--- src/rtl/core_pkg.sv ---
// core_pkg: shared types and constants for the RV32I core front end
package core_pkg;
  localparam int XLEN = 32;
  localparam int IMEM_ADDR_W = 7;
  localparam int INSTR_BYTES = 4;
  localparam logic [XLEN-1:0] NOP_INSTR = 32'h0000_0013;
  typedef enum logic [1:0] {
    IDLE = 2'd0,
    RUN  = 2'd1,
    HALT = 2'd2
  } fetch_state_t;
endpackage

--- src/rtl/pc_reg.sv ---
// pc_reg: program counter with hold, sequential advance and redirect load
import core_pkg::*;
module pc_reg #(
  parameter int ADDR_W = IMEM_ADDR_W,
  parameter logic [ADDR_W-1:0] RESET_PC = '0
) (
  input  logic              clk,
  input  logic              rst,
  input  logic              advance,
  input  logic              load,
  input  logic [ADDR_W-1:0] target,
  output logic [ADDR_W-1:0] pc
);
  always_ff @(posedge clk)
    pc <= rst ? RESET_PC : load ? target : advance ? pc + ADDR_W'(INSTR_BYTES) : pc;
endmodule

--- src/rtl/fetch_stage.sv ---
// fetch_stage: PC ownership, imem addressing and a single registered slot to decode
import core_pkg::*;
module fetch_stage #(
  parameter int ADDR_W = 7,
  parameter int XLEN = 32,
  parameter logic [ADDR_W-1:0] RESET_PC = '0
) (
  input  logic              clk,
  input  logic              rst,
  input  logic              run_en,
  output logic [ADDR_W-1:0] r_addr_imem,
  input  logic [XLEN-1:0]   r_data_imem,
  input  logic              redirect_valid,
  input  logic [ADDR_W-1:0] redirect_pc,
  output logic              out_valid,
  input  logic              out_ready,
  output logic [XLEN-1:0]   out_instr,
  output logic [ADDR_W-1:0] out_pc,
  output logic              misalign_err,
  output logic [31:0]       fetch_count,
  output logic [1:0]        state_o
);
  if (RESET_PC[1:0] != 2'b00) begin : g_bad_reset_pc
    $error("fetch_stage: RESET_PC must be word-aligned");
  end
  fetch_state_t state, state_next;
  logic [ADDR_W-1:0] pc;
  logic redir, aligned, load, fetch_en;
  pc_reg #(.ADDR_W(ADDR_W), .RESET_PC(RESET_PC)) u_pc (
    .clk(clk), .rst(rst), .advance(fetch_en), .load(load), .target(redirect_pc), .pc(pc)
  );
  always_ff @(posedge clk)
    state <= rst ? IDLE : state_next;
  always_comb begin
    state_next = state;
    if (state == IDLE && run_en) state_next = RUN;
    if (state == RUN && redirect_valid && !aligned) state_next = HALT;
  end
  // redirect outranks fetch, so a redirecting cycle never advances pc
  always_comb begin
    redir = state == RUN && redirect_valid;
    aligned = redirect_pc[1:0] == 2'b00;
    load = redir && aligned;
    fetch_en = state == RUN && !redirect_valid && (!out_valid || out_ready);
    r_addr_imem = pc;
    state_o = state;
  end
  always_ff @(posedge clk) begin
    if (rst) begin
      out_valid <= 1'b0;
      out_instr <= '0;
      out_pc <= '0;
      misalign_err <= 1'b0;
      fetch_count <= '0;
    end else begin
      if (out_valid && out_ready) fetch_count <= fetch_count + 32'd1;
      if (redir && !aligned) misalign_err <= 1'b1;
      if (state != RUN || redirect_valid) out_valid <= 1'b0;
      else if (fetch_en) begin
        out_valid <= 1'b1;
        out_instr <= r_data_imem;
        out_pc <= pc;
      end
    end
  end
endmodule

--- config.mk ---
export PLATFORM = sky130hd
export DESIGN_NAME = fetch_stage
export DESIGN_NICKNAME = d
export VERILOG_FILES = /design/src/rtl/core_pkg.sv /design/src/rtl/pc_reg.sv /design/src/rtl/fetch_stage.sv
export SDC_FILE = /design/constraint.sdc
export NUM_CORES = 1
export LEC_CHECK = 0
export CAP_MARGIN = 25
export CORE_ASPECT_RATIO = 1.1
export CORE_MARGIN = 2
export CORE_UTILIZATION = 45
export CTS_CLUSTER_DIAMETER = 60
export DETAILED_ROUTE_END_ITERATION = 16
export PLACE_DENSITY = 0.78
export SYNTH_ARGS = -nofsm -noshare
export SYNTH_HDL_FRONTEND = slang
export SYNTH_SLANG_ARGS = --single-unit
--- constraint.sdc ---
create_clock -name clk -period 3.45 [get_ports clk]
set_input_delay 0.5175 -clock clk [delete_from_list [all_inputs] [get_ports clk]]
set_output_delay 0.5175 -clock clk [all_outputs]
set_load 0.03 [all_outputs]
==> flow_summary_export.csv <==
group,metric,value,unit
clock_tree,postCtsSetupBuffers,0,
layout,fillCellCount,615,
clock_tree,clkTransAtPathRegs,0.08,ns
floorplan,dieArea,8190,µm²
timing,finClkSkew,0.0127,ns
placed_design,dp.final_hpwl,6410,µm
timing,whs,0.457,ns
route,wirelength,9070,µm
clock_tree,cts_root_buffer,"clkbuf_8",
synth,ys_warn_count,0,
layout,fin_util,66.3,%
synth,syn_inst,411,
timing,setup_tns,0,ns
synth,syn_area,3370,µm²
global_routing,grt_max_degree,47,
timing,post-route-period-util,69.4,%
timing,rsz0062_at_grt,"no",
global_routing,grtUsageTotal,22.9,%
floorplan,coreArea,7350,µm²
layout,antenna_cells,0,
setup_path,required,3.73,ns
synth,syn_nets,457,
floorplan,pin_count,126,
clock_tree,ctsHoldBuffers,0,
setup_path,reg2reg_slack,1.06,ns
min_path,min_path_type,"reg2reg",
layout,drive_above_1_share,5.65,%
synth,ys_ff_latch,82,
outcome,status,"finished, final reports clean",
synth,ys_seq_area_share,48.8,%
floorplan,die_w,86.5,µm
setup_path,path_class,"reg2reg",
route,viasPerCell,5.43,
clock_tree,numClockSinks,82,
timing,fin_crit,2.39,ns
timing,slew-limit-headroom,41.9,%
clock_tree,numCtsBuffers,9,
global_routing,top_usage_layer,"met2",
pwr,ir_drop,260,µV
route,remaining_drc_errors,0,
global_routing,grt_util_met3,7.95,%
route,drtPass1Iterations,6,
timing,tightestPinTransition,0.871,ns
synth,synth.distinct_cells,35,
route,initialDrtViolationCount,166,
global_routing,grt_pass1_vias,3154,
clock_tree,h-tree-depth,3,
placed_design,gp_congestion,0.806,
clock_tree,clk_latency,0.36,ns
setup_path,crit_fanout,18,
timing,finalHoldViolCount,0,
layout,nNetsFinal,572,
global_routing,grt_pass1_wl,14800,µm
clock_tree,cts_tree,"done",
clock_tree,cts_max_path_buffers,2,
timing,slew_violations,0,
placed_design,port_buffers,125,
global_routing,gr-total-overflow,0,
route,ant_nets,0,
global_routing,antenna_found_initial,0,
floorplan,initial_core_util,45.8,%
route,wl_per_cell,14.7,µm
layout,syn2layout_area_growth,44.9,%
pwr,p_per_area,399,nW/µm²
floorplan,die_h,94.7,µm
synth,postSynthAreaPerCell,8.19,µm²
setup_path,crit_path_start_kind,"flip-flop",
pwr,leakage,1.59,nW
clock_tree,ctsResizeCount,0,
timing,finalSetupViolCount,0,
layout,reg.largest.list,"fetch_count x32, out_instr x32",
floorplan,num_rows,33,
global_routing,gr-usage-met2,36.9,%
timing,max_freq,0.418,GHz
flow_run,cap_violations,0,
global_routing,grt.met1_usage,27.0,%
route,vias,3354,
setup_path,arrival,2.67,ns
setup_path,cp-end-kind,"flip-flop",
-- kinds of logic after synthesis --
logic type | synth area share, %
compound gates | 14.3
fa+ha+maj | 0.743
flops | 48.8
buf+inv | 4.02
xor+xnor | 3.12
mux | 1.00
simple gates | 28.0
-- stage by stage --
| stage | instance area (µm²) | worst slack (ns) | power (mW) | instances |
|---|---|---|---|---|
| after floorplan | 3370 | 1.19 | 1.12 | 411 |
| after global placement | 4660 | 0.809 | 1.23 | 602 |
| after detailed placement | 4660 | 0.784 | 1.23 | 602 |
| after CTS | 4880 | 1.07 | 1.95 | 618 |
| after global routing | 4880 | 0.919 | 2.01 | 618 |
| final | 4880 | 1.06 | 1.94 | 618 |
-- routing by layer --
layer / part of all wire [%] / vias to the layer above / wire (µm)
met4: 2.3 / 0 / 205
met2: 48 / 116 / 4320
met3: 8.8 / 16 / 794
li1: - / 1675 / -
met5: 0 / - / 0
met1: 41 / 1547 / 3750
-- final cells by class --
class                      instances  area, µm²  share of cell area, %
multi-input combinational        296       1590                   32.6
inverter                           7       26.3                  0.539
clock inverter                     5       62.6                   1.28
clock buffer                      11        151                   3.10
timing repair buffer             130       1300                   26.6
sequential                        82       1640                   33.7
tap                               87        109                   2.23
-- critical path, stage by stage (launching register included) --
cell	delay, ns
dfxtp_1	0.44
and4_1	0.32
nand4_1	0.57
or4b_2	0.84
a21oi_1	0.15
-- synth_stat cells, drive strengths merged --
cell type | instances | area (µm²)
a211oi | 3 | 22.5
a21oi | 62 | 310
a311oi | 1 | 8.76
and2 | 4 | 25.0
and3 | 3 | 18.8
and4 | 5 | 43.8
buf | 4 | 26.3
clkbuf | 22 | 82.6
dfxtp | 82 | 1640
ha | 2 | 25.0
inv | 7 | 26.3
mux2 | 3 | 33.8
nand2 | 94 | 353
nand2b | 1 | 6.26
nand3 | 13 | 65.1
nand3b | 1 | 7.51
nand4 | 9 | 56.3
nor2 | 18 | 67.6
nor2b | 4 | 25.0
nor3 | 9 | 45.0
nor3b | 3 | 22.5
nor4 | 1 | 6.26
o21ai | 8 | 40.0
o22ai | 1 | 6.26
o31ai | 9 | 67.6
o41ai | 3 | 26.3
or2 | 1 | 6.26
or3 | 11 | 68.8
or4 | 11 | 82.6
or4b | 4 | 43.8
xnor2 | 5 | 43.8
xor2 | 7 | 61.3
-- layout by cell type (no fill, tap or decap), types with 2 or more instances in the layout --
cell type,n
a211oi_1,3
mux2_2,3
a21oi_1,62
nand3_1,13
clkinv_4,2
and2_1,4
nor2_1,18
dfxtp_1,82
o41ai_1,3
or4b_2,3
nand4_1,9
inv_1,7
nand2_1,94
xnor2_1,5
xor2_1,7
clkbuf_8,11
clkinvlp_4,2
nor3b_1,3
ha_1,2
o21ai_0,8
nor3_1,9
nor2b_1,4
buf_4,4
and3_1,3
or3_1,11
o31ai_1,9
clkdlybuf4s50_1,124
or4_1,11
and4_1,5
-- path summary, 6_finish.rpt --
path | end | startpoint | depth (start not counted)
max | fetch_count[25]$_SDFFE_PP0P_ | fetch_count[4]$_SDFFE_PP0P_ | 4
min | out_instr[7]$_SDFFE_PP0P_ | out_instr[7]$_SDFFE_PP0P_ | 2
max reg2reg | fetch_count[25]$_SDFFE_PP0P_ | fetch_count[4]$_SDFFE_PP0P_ | 4
min reg2reg | out_instr[7]$_SDFFE_PP0P_ | out_instr[7]$_SDFFE_PP0P_ | 2
-- power breakdown --
part | switching (mW) | total [mW] | internal (mW)
Clock | 0.356 | 0.732 | 0.376
Combinational | 0.120 | 0.226 | 0.106
Sequential | 0.0166 | 0.986 | 0.969
Total | 0.492 | 1.94 | 1.45
Note: power is estimated with default switching activity, not from simulation.
